<file path="src/rtl/dm_access_ctrl_if.sv">
// Data-memory request/ack bus between the M-stage access controller and memory.
interface dm_access_ctrl_if;
    logic        mem_req;
    logic        mem_we;
    logic [31:0] mem_addr;
    logic [3:0]  mem_byteen;
    logic [31:0] mem_wdata;
    logic        mem_ack;
    logic [31:0] mem_rdata;

    modport master (
        output mem_req, mem_we, mem_addr, mem_byteen, mem_wdata,
        input  mem_ack, mem_rdata
    );

    modport slave (
        input  mem_req, mem_we, mem_addr, mem_byteen, mem_wdata,
        output mem_ack, mem_rdata
    );
endinterface

</file>
<file path="src/rtl/dm_access_ctrl.sv">
// M-stage data-memory access controller: lane steering, pipeline stall,
// raw read capture, misalignment and timeout detection.
module dm_access_ctrl #(
    parameter int TIMEOUT_CYCLES = 255,
    parameter int CNT_W          = 8
) (
    input  logic             clk,
    input  logic             reset,
    input  logic             m_valid,
    input  logic             m_re,
    input  logic             m_we,
    input  logic [31:0]      m_addr,
    input  logic [1:0]       m_len,
    input  logic [31:0]      m_wdata,
    output logic             m_stall,
    output logic [31:0]      rdata,
    output logic             rdata_valid,
    output logic             addr_err,
    output logic             bus_err,
    dm_access_ctrl_if.master mem
);

    typedef enum logic [1:0] {
        IDLE = 2'd0,
        REQ  = 2'd1,
        DONE = 2'd2
    } state_t;

    localparam logic [CNT_W-1:0] CNT_LAST = CNT_W'(TIMEOUT_CYCLES - 1);

    state_t           state, state_d;
    logic [CNT_W-1:0] cnt;
    logic             is_load;

    logic             access;
    logic             misal;
    logic [3:0]       be_d;
    logic [31:0]      wd_d;
    logic             accept;
    logic             timeout;
    logic             stall_raw;
    logic             err_raw;

    assign access = m_valid & (m_re | m_we) & (m_len != 2'b11);

    always_comb begin
        misal = 1'b0;
        be_d  = 4'b0000;
        wd_d  = 32'h0;
        unique case (m_len)
            2'b00: begin
                misal = |m_addr[1:0];
                be_d  = 4'b1111;
                wd_d  = m_wdata;
            end
            2'b01: begin
                misal = m_addr[0];
                be_d  = m_addr[1] ? 4'b1100 : 4'b0011;
                wd_d  = m_addr[1] ? {m_wdata[15:0], 16'h0}
                                  : {16'h0, m_wdata[15:0]};
            end
            2'b10: begin
                be_d = 4'b0001 << m_addr[1:0];
                wd_d = {24'h0, m_wdata[7:0]} << {m_addr[1:0], 3'b000};
            end
            default: begin
                misal = 1'b0;
            end
        endcase
    end

    // A late ack is the only way out of REQ besides the timeout.
    assign timeout = (cnt == CNT_LAST) & ~mem.mem_ack;

    always_comb begin
        state_d   = state;
        stall_raw = 1'b0;
        err_raw   = 1'b0;
        accept    = 1'b0;
        unique case (state)
            IDLE: begin
                if (access) begin
                    if (misal) begin
                        err_raw = 1'b1;
                    end else begin
                        stall_raw = 1'b1;
                        accept    = 1'b1;
                        state_d   = REQ;
                    end
                end
            end
            REQ: begin
                stall_raw = 1'b1;
                if (mem.mem_ack || timeout) begin
                    state_d = DONE;
                end
            end
            DONE: begin
                state_d = IDLE;
            end
            default: begin
                state_d = IDLE;
            end
        endcase
    end

    // Combinational outputs are forced low while reset is held.
    assign m_stall  = stall_raw & ~reset;
    assign addr_err = err_raw & ~reset;

    always_ff @(posedge clk or posedge reset) begin
        if (reset) begin
            state          <= IDLE;
            cnt            <= '0;
            is_load        <= 1'b0;
            mem.mem_req    <= 1'b0;
            mem.mem_we     <= 1'b0;
            mem.mem_addr   <= 32'h0;
            mem.mem_byteen <= 4'b0000;
            mem.mem_wdata  <= 32'h0;
            rdata          <= 32'h0;
            rdata_valid    <= 1'b0;
            bus_err        <= 1'b0;
        end else begin
            state       <= state_d;
            rdata_valid <= 1'b0;
            bus_err     <= 1'b0;
            if (accept) begin
                cnt            <= '0;
                is_load        <= ~m_we;
                mem.mem_req    <= 1'b1;
                mem.mem_we     <= m_we;
                mem.mem_addr   <= {m_addr[31:2], 2'b00};
                mem.mem_byteen <= be_d;
                mem.mem_wdata  <= wd_d;
            end
            if (state == REQ) begin
                if (mem.mem_ack) begin
                    mem.mem_req <= 1'b0;
                    if (is_load) begin
                        rdata       <= mem.mem_rdata;
                        rdata_valid <= 1'b1;
                    end
                end else if (timeout) begin
                    mem.mem_req <= 1'b0;
                    bus_err     <= 1'b1;
                    if (is_load) begin
                        rdata       <= 32'h0;
                        rdata_valid <= 1'b1;
                    end
                end else begin
                    cnt <= cnt + 1'b1;
                end
            end
        end
    end

endmodule

</file>
<file path="src/flat_wrapper.sv">
// flat-port wrapper written by rule: the top's interface ports become plain ports
module dm_access_ctrl_flat 
#(
    parameter int TIMEOUT_CYCLES = 255,
    parameter int CNT_W          = 8
)
  (clk, reset, m_valid, m_re, m_we, m_addr, m_len, m_wdata, m_stall, rdata, rdata_valid, addr_err, bus_err, mem_mem_req, mem_mem_we, mem_mem_addr, mem_mem_byteen, mem_mem_wdata, mem_mem_ack, mem_mem_rdata);
  dm_access_ctrl_if mem_i ();
  input  logic clk;
  input  logic reset;
  input  logic m_valid;
  input  logic m_re;
  input  logic m_we;
  input  logic [31:0] m_addr;
  input  logic [1:0] m_len;
  input  logic [31:0] m_wdata;
  output logic m_stall;
  output logic [31:0] rdata;
  output logic rdata_valid;
  output logic addr_err;
  output logic bus_err;
  output wire logic [$bits(mem_i.mem_req)-1:0] mem_mem_req;
  output wire logic [$bits(mem_i.mem_we)-1:0] mem_mem_we;
  output wire logic [$bits(mem_i.mem_addr)-1:0] mem_mem_addr;
  output wire logic [$bits(mem_i.mem_byteen)-1:0] mem_mem_byteen;
  output wire logic [$bits(mem_i.mem_wdata)-1:0] mem_mem_wdata;
  input wire logic [$bits(mem_i.mem_ack)-1:0] mem_mem_ack;
  input wire logic [$bits(mem_i.mem_rdata)-1:0] mem_mem_rdata;
  assign mem_mem_req = mem_i.mem_req;
  assign mem_mem_we = mem_i.mem_we;
  assign mem_mem_addr = mem_i.mem_addr;
  assign mem_mem_byteen = mem_i.mem_byteen;
  assign mem_mem_wdata = mem_i.mem_wdata;
  assign mem_i.mem_ack = mem_mem_ack;
  assign mem_i.mem_rdata = mem_mem_rdata;
  dm_access_ctrl #(.TIMEOUT_CYCLES(TIMEOUT_CYCLES), .CNT_W(CNT_W)) u_core (.clk(clk), .reset(reset), .m_valid(m_valid), .m_re(m_re), .m_we(m_we), .m_addr(m_addr), .m_len(m_len), .m_wdata(m_wdata), .m_stall(m_stall), .rdata(rdata), .rdata_valid(rdata_valid), .addr_err(addr_err), .bus_err(bus_err), .mem(mem_i));
endmodule
</file>
<file path="config.mk">
export PLATFORM = sky130hd
export DESIGN_NAME = dm_access_ctrl_flat
export DESIGN_NICKNAME = d
export VERILOG_FILES = /design/src/rtl/dm_access_ctrl_if.sv /design/src/rtl/dm_access_ctrl.sv /design/src/flat_wrapper.sv
export SDC_FILE = /design/constraint.sdc
export NUM_CORES = 1
export LEC_CHECK = 0
export CORE_MARGIN = 1
export CORE_UTILIZATION = 45
export DETAILED_ROUTE_END_ITERATION = 16
export PLACE_DENSITY = 0.85
export SYNTH_ARGS = -nofsm -noshare
export SYNTH_HDL_FRONTEND = slang
export SYNTH_SLANG_ARGS = --single-unit
</file>
<file path="constraint.sdc">
create_clock -name clk -period 5.9 [get_ports clk]
set_clock_uncertainty 0.1 [all_clocks]
set_input_delay 0.59 -clock clk [delete_from_list [all_inputs] [get_ports clk]]
set_output_delay 0.59 -clock clk [all_outputs]
set_load 0.01 [all_outputs]
</file>
==> impl_metrics.prom <==
# TYPE chip_impl_metric gauge
chip_impl_info{name="outcome",value="completed"} 1
chip_impl_metric{name="worst_stage_delay_on_the_critical_path",unit="ns"} 0.93
chip_impl_metric{name="numCtsBuffers",unit=""} 17
chip_impl_metric{name="whs_path_depth",unit=""} 1
chip_impl_metric{name="clk_transition_reported_paths",unit="ns"} 0.06
chip_impl_metric{name="cts-hold-fix-buffers",unit=""} 0
chip_impl_metric{name="start_util",unit=""} 0.4643
chip_impl_metric{name="flow.area_growth_from_synthesis",unit="%"} 56.54
chip_impl_metric{name="cp_max_fo",unit=""} 22
chip_impl_metric{name="cts_setup_buffers",unit=""} 0
chip_impl_metric{name="clkSinkCount",unit=""} 113
chip_impl_metric{name="max_freq",unit="GHz"} 0.2835
chip_impl_metric{name="dr.pass1.iters",unit=""} 5
chip_impl_info{name="cp_cell_sequence",value="clkdlybuf4s50_1 -> nor2b_1 -> o21bai_1 -> a41oi_1 -> nor3_1 -> clkdlybuf4s50_1"} 1
chip_impl_metric{name="postSynth.asyncResetShare",unit=""} 1.000
chip_impl_metric{name="grt-ovfl-total",unit=""} 0
chip_impl_info{name="final_common_cell",value="clkdlybuf4s50_1"} 1
chip_impl_info{name="final_cell_mix",value="clkdlybuf4s50_1 (207), dfrtp_1 (113), a22o_1 (56), mux2_2 (54), clkbuf_16 (16)"} 1
chip_impl_metric{name="final.setup.worst_slack",unit="ns"} 2.373
chip_impl_metric{name="worst-slew-pin-transition",unit="ns"} 1.190
chip_impl_metric{name="period_minus_slack",unit="ns"} 3.527
chip_impl_metric{name="arrival",unit="ns"} 2.84
chip_impl_metric{name="cts-root-to-sink-buffers",unit=""} 2
chip_impl_info{name="timing.hold.worst.class",value="reg2reg"} 1
chip_impl_metric{name="placement_rows",unit=""} 37
chip_impl_metric{name="postSynthAreaPerCell",unit="um^2"} 13.58
chip_impl_metric{name="placer_congestion",unit=""} 0.8075
chip_impl_info{name="crit_type",value="in2out"} 1
chip_impl_metric{name="die_w",unit="um"} 105.2
chip_impl_info{name="startpoint_type",value="input pin"} 1
chip_impl_metric{name="drt_iter0_drc",unit=""} 254
chip_impl_metric{name="n_diodes",unit=""} 0
chip_impl_metric{name="port_buffers",unit=""} 207
chip_impl_metric{name="cp_data_required_time",unit="ns"} 5.21
chip_impl_info{name="timing.rr.end",value="u_core.mem.mem_addr[25]$_DFFE_PP0P_"} 1
chip_impl_info{name="worstReg2RegStart",value="u_core.state[1]$_DFFE_PP0P_"} 1
chip_impl_info{name="min_from",value="u_core.mem.mem_byteen[1]$_DFFE_PP0P_"} 1
chip_impl_metric{name="grt_first_pass_wirelength",unit="um"} 21800
chip_impl_metric{name="die-height",unit="um"} 105.2
chip_impl_info{name="cpMostUsedCell",value="clkdlybuf4s50_1"} 1
chip_impl_metric{name="ff2ff_setup_slack",unit="ns"} 3.33
chip_impl_metric{name="yosys_warnings",unit=""} 0
chip_impl_metric{name="grt_util_all_layers",unit=""} 0.2603
chip_impl_metric{name="yosys.cell_types.count",unit=""} 48
chip_impl_metric{name="drc",unit=""} 0
chip_impl_metric{name="drtAntennaViolNets",unit=""} 0
chip_impl_info{name="critPathTopFamily",value="buffers and inverters"} 1
chip_impl_metric{name="reg2regPathDepth",unit=""} 5
chip_impl_metric{name="p_leak",unit="uW"} 0.003249
chip_impl_metric{name="layout_worst_path_cycle_share",unit=""} 0.5978
chip_impl_metric{name="final.fill_count",unit=""} 704
chip_impl_metric{name="power.density",unit="nW/um^2"} 425.4
chip_impl_metric{name="synth_edf_count",unit=""} 0
chip_impl_metric{name="final_layout_size_suffix_gt1_frac",unit=""} 0.1731
chip_impl_metric{name="yosys_register_bits",unit=""} 113
chip_impl_metric{name="ctsHtreeMaxLevel",unit=""} 4
chip_impl_metric{name="antenna_violations_before_repair",unit=""} 0
chip_impl_metric{name="syn-cell-area",unit="um^2"} 4793
chip_impl_info{name="cts.root.buffer_cell",value="clkbuf_8"} 1
chip_impl_info{name="tritoncts",value="done"} 1
chip_impl_metric{name="share_of_synthesized_area_occupied_by_flip_flops_and_latches",unit=""} 0.5899
chip_impl_metric{name="preCtsSetupSlack",unit="ns"} 2.236
chip_impl_info{name="cell_type_of_the_slowest_stage_on_the_worst_timing_path",value="clkdlybuf4s50_1"} 1
chip_impl_metric{name="cts-resized-gates",unit=""} 0
chip_impl_metric{name="setup-tns-final",unit="ns"} 0
chip_impl_metric{name="clk_latency",unit="ns"} 0.51
chip_impl_metric{name="route.detailed.wl_per_inst",unit="um"} 19.28
chip_impl_metric{name="coreArea",unit="um^2"} 10320
chip_impl_info{name="worst_hold_path.endpoint",value="u_core.mem.mem_byteen[1]$_DFFE_PP0P_"} 1
chip_impl_metric{name="boundaryPins",unit=""} 210
chip_impl_metric{name="netlist_instances",unit=""} 353
chip_impl_metric{name="timing.final.setup_violations",unit=""} 0
chip_impl_metric{name="floorplan.die_area",unit="um^2"} 11070
chip_impl_metric{name="final-hold-violation-count",unit=""} 0
chip_impl_info{name="grt_setup_unrepaired",value="false"} 1
chip_impl_metric{name="via_count_of_the_first_global_routing_pass",unit=""} 4112
chip_impl_metric{name="max_cap_viol_count",unit=""} 0
chip_impl_metric{name="largest_net_degree_at_the_start_of_global_routing",unit=""} 73
chip_impl_metric{name="ir_drop",unit="V"} 0.0002311
chip_impl_metric{name="drt-total-wl",unit="um"} 13650
chip_impl_info{name="synth_ff_type",value="dfrtp_1"} 1
chip_impl_metric{name="report.final.slew_viol_count",unit=""} 0
chip_impl_metric{name="critical_path_buffers_and_inverters",unit=""} 2
chip_impl_metric{name="hpwl",unit="um"} 9706
chip_impl_info{name="end_kind",value="output pin"} 1
chip_impl_metric{name="maxSlewHeadroom",unit=""} 0.2069
chip_impl_metric{name="avgViaCountPerCell",unit=""} 5.528
chip_impl_metric{name="detailroute.via_count",unit=""} 3914
chip_impl_metric{name="fin_nets",unit=""} 665
## per-stage QoR
step	hold WS (ns)	power (uW)	cell area [um^2]	instances	util
final	0.3878	3192	7503	708	0.7268
after global placement	0.3648	2192	6932	676	0.6714
after CTS	0.3863	3218	7503	708	0.7268
after floorplan	0.3384	1580	4797	354	-
after global routing	0.4022	3342	7503	708	0.7268
after detailed placement	0.3649	2226	6932	676	0.6714
## final cells by class
class	count	area, um^2	share of cell area
sequential	113	2828	0.3769
timing repair buffer	210	2095	0.2791
multi-input combinational	210	1810	0.2413
clock buffer	22	462.9	0.06170
tap	136	170.2	0.02268
clock inverter	10	108.9	0.01451
inverter	7	28.78	0.003835
## how the worst max path moves through the flow
stage              from                                  end  slack, ns  depth (start not counted)
4_1_cts        m_len[0]                              m_stall       2.40                          6
5_1_grt        m_len[0]                              m_stall       2.24                          6
3_5_place_dp   m_len[0]  u_core.mem.mem_addr[25]$_DFFE_PP0P_       2.24                          6
3_3_place_gp   m_len[0]  u_core.mem.mem_addr[28]$_DFFE_PP0P_       2.38                          6
2_1_floorplan     reset             u_core.bus_err$_DFF_PP0_       2.22                          1
6_report       m_len[0]                              m_stall       2.37                          6
## cell usage after synthesis (2+ instances only)
master     number  share of area
mux2i_1         2         0.0042
inv_1           7         0.0055
a21o_1          3         0.0047
o211ai_1        2         0.0031
nand2b_1        2         0.0026
clkbuf_1        7         0.0055
o21a_1          2         0.0031
or3_1           2         0.0026
ha_1            2         0.0052
a32oi_1         2         0.0037
nor2b_1        10          0.013
mux2_1          4         0.0094
dfrtp_1       113           0.59
nor3_1          2         0.0021
a21oi_1         6         0.0063
o2bb2ai_1       6          0.011
buf_2           8         0.0084
and3_1          4         0.0052
o22ai_1         2         0.0026
nor2_2          2         0.0026
a31oi_1         7         0.0091
a22o_1         56           0.10
nand2_1         5         0.0039
buf_4           8          0.013
o21ai_0         8         0.0084
nand3_1         3         0.0031
mux2_2         54           0.13
nor2_1          4         0.0031
## report_power, final
| part | internal [uW] | total [uW] | switching (uW) |
|---|---|---|---|
| combinational | 657 | 1040 | 387 |
| clock | 630 | 970 | 340 |
| sequential | 1030 | 1180 | 153 |
| total | 2310 | 3190 | 880 |
## state kept, by name (all words and copies together) (netlist names), 2 cells and up
| name | count |
|---|---|
| u_core.cnt | 8 |
| u_core.mem.mem_byteen | 4 |
| u_core.state | 2 |
| u_core.mem.mem_addr | 30 |
| u_core.rdata | 32 |
| u_core.mem.mem_wdata | 32 |
## routing by layer
layer / global-route usage / part of all wire / wire, um / vias up
li1: - / - / - / 1743
met1: 0.3196 / 0.41 / 5634 / 1966
met2: 0.4352 / 0.50 / 6809 / 182
met3: 0.06862 / 0.070 / 952 / 23
met4: 0.1056 / 0.018 / 250 / 0
met5: 0 / 0 / 0 / -
## logic make-up after synthesis
logic type / count (synthesis) / share of synthesized area
mux: 60 / 0.1404
compound gates: 101 / 0.1668
simple gates: 44 / 0.06082
buf+inv: 31 / 0.03420
flops: 113 / 0.5899
fa+ha+maj: 2 / 0.005220
xor+xnor: 1 / 0.001828
other cells: 1 / 0.0007823
(Power assumes the default switching activity.)
==> RTL change 1: new RTL, same settings <==
Re-encode `state_t` (3 states) as one-hot, 3 bits wide.
--- a/src/rtl/dm_access_ctrl.sv
+++ b/src/rtl/dm_access_ctrl.sv
@@ -20,10 +20,10 @@
     dm_access_ctrl_if.master mem
 );
 
-    typedef enum logic [1:0] {
-        IDLE = 2'd0,
-        REQ  = 2'd1,
-        DONE = 2'd2
+    typedef enum logic [2:0] {
+        IDLE = 3'b001,
+        REQ  = 3'b010,
+        DONE = 3'b100
     } state_t;
 
     localparam logic [CNT_W-1:0] CNT_LAST = CNT_W'(TIMEOUT_CYCLES - 1);
Formal check against the unedited RTL: no difference found for any inputs over 4 cycles, from zero or initial values and one cycle with reset high; so few cycles prove little.
==> RTL change 1 against the unedited design <==
- cell area increased by 1.0%
- worst setup slack got worse by 0.16 ns
- count of clock-buffer cells in the layout rose by 4
- sequential cell count is 1 higher
- total power shrank 16%
- synthesized area up 3.8%
- routed wire length down 4.0%
==> RTL change 1: results (changes against the unedited design) <==
| Metric | Value |
|---|---|
| Reg2reg setup slack | 3.17 ns (was 3.33 ns) |
| Skew-Pair Late Insertion Delay | 0.49 ns (was 0.51 ns) |
| WL/cell | 17.80 um (was 19.28 um) |
| Final HPWL DP | 9354 um (was 9706 um) |
| RD Place Congestion | 0.8121 (was 0.8075) |
| WP data arrival | 3.00 ns (was 2.84 ns) |
| Met1 WL | 5250 um (was 5634 um) |
| Layout area overhead | 52.43% (was 56.54%) |
| Cells after DPL | 704 (was 676) |
| Mapped Cells | 379 (was 353) |
| Path depth of the worst reg2reg path | 5 (unchanged) |
| Synth area leaders | dfrtp_1 57%, mux2_2 11%, a22o_1 10%, o21ai_0 2.0%, buf_6 1.8% (was dfrtp_1 59%, mux2_2 13%, a22o_1 10%, nor2b_1 1.3%, buf_4 1.3%) |
| Met3 wire len | 961 um (was 952 um) |
| Largest stage delay, worst path | 0.82 ns (was 0.93 ns) |
| Vias | 3,935 (was 3,914) |
| Final wirelength | 13,100 um (was 13,650 um) |
| Register area share after synthesis | 57.38% (was 58.99%) |
| HP Start | u_core.cnt[7] (was u_core.mem.mem_byteen[1]) |
| Layout cells sized above 1 | 16.61% (was 17.31%) |
| Met1 Use GR | 27.95% (was 31.96%) |
| CTS Buffer Depth | 2 (unchanged) |
| FF-to-FF Start | u_core.state[0] (was u_core.state[1]) |
| Nets | 689 (was 665) |
| Met2 Use GR | 40.09% (was 43.52%) |
| HP Class | flip-flop to flip-flop (unchanged) |
| P_sw | 702.1 uW (was 879.8 uW) |
| Leading cell types by count after synthesis | 113 x dfrtp_1, 58 x a22o_1, 47 x mux2_2, 20 x o21ai_0 (was 113 x dfrtp_1, 56 x a22o_1, 54 x mux2_2, 10 x nor2b_1) |
| Vias in the first global route | 4,103 (was 4,112) |
| Worst Hold Path EP | u_core.cnt[7] (was u_core.mem.mem_byteen[1]) |
| Total GRT Usage | 23.43% (was 26.03%) |
| Clk pwr share | 32.4% (was 30.4%) |
| DR iter-0 viols | 223 (was 254) |
| Fillers | 797 (was 704) |
| Worst hold slack | 0.3793 ns (was 0.3878 ns) |
| Least-Margin Pin Slew | 1.106 ns (was 1.190 ns) |
| Reg-to-Reg End | u_core.mem.mem_wdata[31] (was u_core.mem.mem_addr[25]) |
| CP max FO | 24 (was 22) |
| P_comb | 763 uW (was 1040 uW) |
| Largest net degree at the start of global routing | 70 (was 73) |
| Mux contribution to synthesized area | 13.43% (was 14.04%) |
| Compound-Gate Fraction of Synth Area | 17.03% (was 16.68%) |
| Outcome | completed (unchanged) |
| Static Leak | 0.003228 uW (was 0.003249 uW) |
| Metal2 WL | 6781 um (was 6809 um) |
| Critical Path Sink | m_stall (unchanged) |
| VDD IR max | 0.1869 mV (was 0.2311 mV) |
| I/O Buffers | 207 (unchanged) |
| Worst Setup SP | m_addr[1] (was m_len[0]) |
| Grt met3 use | 6.930% (was 6.862%) |
| Synth Area in XOR/XNOR | 0.1761% (was 0.1827%) |
| Global-route wire length before repair | 20,390 um (was 21,800 um) |
| Adder-cell share of the synthesized area | 0.5031% (was 0.5221%) |
-- RTL change 1: metrics by stage --
step                cell area [um^2]  power (uW)  setup WS (ns)  util (%)
finish                          7581        2685          2.213     70.24
global route                    7581        2818          2.101     70.24
CTS                             7581        2711          2.226     70.24
detailed placement              7071        1829          2.241     65.51
global placement                7071        1803          2.325     65.51
floorplan                       4977        1359          2.196         -
-- RTL change 1: cell type report --
class                      instances  area, um^2  area share [%]
clock buffer                      26       478.0           6.305
clock inverter                     6       32.53          0.4291
inverter                           6       25.02          0.3301
multi-input combinational        233        1914           25.25
sequential                       114        2854           37.65
tap                              140       175.2           2.311
timing repair buffer             211        2102           27.73
-- RTL change 1: logic make-up (layout without fill, tap and decap cells) --
family | count (synthesis) | count (layout)
multiplexers | 58 | 58
AND/OR/NAND/NOR | 60 | 60
AO/OA/AOI/OAI | 110 | 110
buffers and inverters | 33 | 249
other | 1 | 2
XOR/XNOR | 1 | 1
adder cells (fa/ha/maj) | 2 | 2
flip-flops | 114 | 114
==> RTL change 2: new RTL, config.mk and constraints unchanged <==
Made on the original files. `CNT_W` is set to 8 in 2 places; all go to 12.
--- a/src/rtl/dm_access_ctrl.sv
+++ b/src/rtl/dm_access_ctrl.sv
@@ -2,7 +2,7 @@
 // raw read capture, misalignment and timeout detection.
 module dm_access_ctrl #(
     parameter int TIMEOUT_CYCLES = 255,
-    parameter int CNT_W          = 8
+    parameter int CNT_W          = 12
 ) (
     input  logic             clk,
     input  logic             reset,
--- a/src/flat_wrapper.sv
+++ b/src/flat_wrapper.sv
@@ -2,7 +2,7 @@
 module dm_access_ctrl_flat 
 #(
     parameter int TIMEOUT_CYCLES = 255,
-    parameter int CNT_W          = 8
+    parameter int CNT_W          = 12
 )
   (clk, reset, m_valid, m_re, m_we, m_addr, m_len, m_wdata, m_stall, rdata, rdata_valid, addr_err, bus_err, mem_mem_req, mem_mem_we, mem_mem_addr, mem_mem_byteen, mem_mem_wdata, mem_mem_ack, mem_mem_rdata);
   dm_access_ctrl_if mem_i ();
Formal check against the unedited RTL: same outputs for any inputs over 4 cycles, from zero or initial values and one cycle with reset high; that may be too few to reach the edited logic, so the function may still have changed.
==> RTL change 2 against the unedited design <==
- critical path depth is 1 lower
- sequential cell count is 4 higher
- cell area is 1.6% higher
- synthesized area is 3.4% higher
- routed wire length is 5.0% higher
- largest power group unchanged
- worst setup slack worse by 0.36 ns
- total power is 0.87% lower
- non-clock buffer count is 3 higher
- critical endpoint is now addr_err
==> RTL change 2: results (changes against the unedited design) <==
| Metric | Value |
|---|---|
| Skew-Pair Late Insertion Delay | 0.51 ns (about the same) |
| Final wirelength | 14,330 um (was 13,650 um) |
| Internal | 2246 uW (was 2312 uW) |
| CTS Buffer Depth | 2 (unchanged) |
| Global-route wire length before repair | 22,560 um (was 21,800 um) |
| FF-to-FF Start | u_core.state[1] (unchanged) |
| Post-DR vias/cell | 5.620 (was 5.528) |
| Largest net degree at the start of global routing | 72 (was 73) |
| Yosys warning count | 0 (unchanged) |
| Synth Area in XOR/XNOR | 0% (was 0.1827%) |
| WP data arrival | 3.20 ns (was 2.84 ns) |
| Synth async-reset ratio | 100.0% (unchanged) |
| Register area share after synthesis | 59.09% (was 58.99%) |
| Outcome | completed (unchanged) |
| Setup_tns | 0 ns (unchanged) |
| Total GRT Usage | 26.00% (was 26.03%) |
| RD Place Congestion | 0.9501 (was 0.8075) |
| DR iter-0 viols | 337 (was 254) |
| Top FF cell, synth | dfrtp_1 (unchanged) |
| Distinct cells, synth | 44 (was 48) |
| Slowest cell on crit path | clkdlybuf4s50_1 (unchanged) |
| Fillers | 708 (was 704) |
| Setup bufs post-CTS | 0 (unchanged) |
| Cts repair resizes | 0 (unchanged) |
| I/O Buffers | 207 (unchanged) |
| Synth area leaders | dfrtp_1 59%, a22o_1 8.5%, mux2_2 6.4%, o21ai_0 4.4%, a22oi_1 3.6% (was dfrtp_1 59%, mux2_2 13%, a22o_1 10%, nor2b_1 1.3%, buf_4 1.3%) |
| HP Class | flip-flop to flip-flop (unchanged) |
| Biggest regs | u_core.mem.mem_wdata (32), u_core.rdata (32), u_core.mem.mem_addr (30) (unchanged) |
| Largest stage delay, worst path | 0.86 ns (was 0.93 ns) |
| Worst path top cell family by delay | buffers and inverters (unchanged) |
| Mux contribution to synthesized area | 8.763% (was 14.04%) |
| Static Leak | 0.003199 uW (was 0.003249 uW) |
| Nets | 705 (was 665) |
| Worst Setup SP | m_addr[1] (was m_len[0]) |
| H-Tree Depth | 4 (unchanged) |
| Adder-cell share of the synthesized area | 0.5051% (was 0.5221%) |
| Layout cells sized above 1 | 11.78% (was 17.31%) |
| Total CTS buffers | 17 (unchanged) |
| CP max FO | 23 (was 22) |
| Compound-Gate Fraction of Synth Area | 21.74% (was 16.68%) |
| Worst-path clk slew | 0.06 ns (about the same) |
| Final HPWL DP | 10,120 um (was 9706 um) |
| Least-Margin Pin Slew | 1.169 ns (was 1.190 ns) |
| Clk Tree Root Cell | clkbuf_8 (unchanged) |
| Leading cell types by count after synthesis | 117 x dfrtp_1, 48 x a22o_1, 44 x o21ai_0, 28 x mux2_2, 24 x a22oi_1 (was 113 x dfrtp_1, 56 x a22o_1, 54 x mux2_2, 10 x nor2b_1) |
| HP Start | u_core.cnt[11] (was u_core.mem.mem_byteen[1]) |
| Vias in the first global route | 4,320 (was 4,112) |
| Initial antenna violation count | 0 (unchanged) |
| VDD IR max | 0.2427 mV (was 0.2311 mV) |
| Diode count | 0 (unchanged) |
| Pre-antenna DRT Iters | 6 (was 5) |
## RTL change 2: path summary, 6_finish.rpt
kind,to,slack (ns),cells past startpoint
min in group asynchronous,u_core.rdata_valid,0.45,2
worst min register to register,u_core.cnt[11],0.36,1
worst min-delay path,u_core.cnt[11],0.36,1
worst max register to register,u_core.mem.mem_addr[11],3.14,5
worst max-delay path,addr_err,2.01,5
max in group asynchronous,u_core.cnt[9],3.95,3
## RTL change 2: final cells by class
| type | instances | area [um^2] | area share (%) |
|---|---|---|---|
| Clock inverter | 14 | 131.4 | 1.724 |
| Timing Repair Buffer | 213 | 2117 | 27.78 |
| Inverter | 6 | 25.02 | 0.3284 |
| Clock buffer | 17 | 414.1 | 5.435 |
| Sequential cell | 117 | 2928 | 38.42 |
| Tap cell | 136 | 170.2 | 2.233 |
| Multi-Input combinational cell | 244 | 1834 | 24.07 |
## RTL change 2: per-layer routing
| metal | vias to the layer above | routed length, um | GRT usage [%] |
|---|---|---|---|
| met5 | - | 0 | 0 |
| met4 | 0 | 309 | 10.76 |
| met2 | 244 | 7219 | 43.69 |
| met3 | 35 | 1104 | 6.383 |
| li1 | 1898 | - | - |
| met1 | 2021 | 5694 | 32.03 |
## RTL change 2: power by group through the flow
stage,Sequential [uW],Clock [uW],Combinational [uW]
detailed placement,1200,0,1040
finish,1190,937,1030
CTS,1200,951,1040
global placement,1190,0,1020
floorplan,1300,0,295
global route,1220,999,1100
## RTL change 2: logic make-up (layout without fill, tap and decap cells)
logic type	count (synthesis)	count (layout)
simple gates	42	42
compound gates	159	159
buf+inv	38	250
mux	39	39
fa+ha+maj	2	2
other cells	1	2
flops	117	117
## RTL change 2: per-stage QoR
stage	instances	hold slack [ns]	power, uW	setup slack [ns]	instance area [um^2]
after floorplan	399	0.3345	1591	2.109	4959
after detailed placement	716	0.3609	2238	2.018	7074
final	747	0.3609	3165	2.015	7620
after global placement	716	0.3480	2204	2.052	7074
after CTS	747	0.3685	3190	2.006	7620
after global routing	747	0.3999	3325	1.801	7620
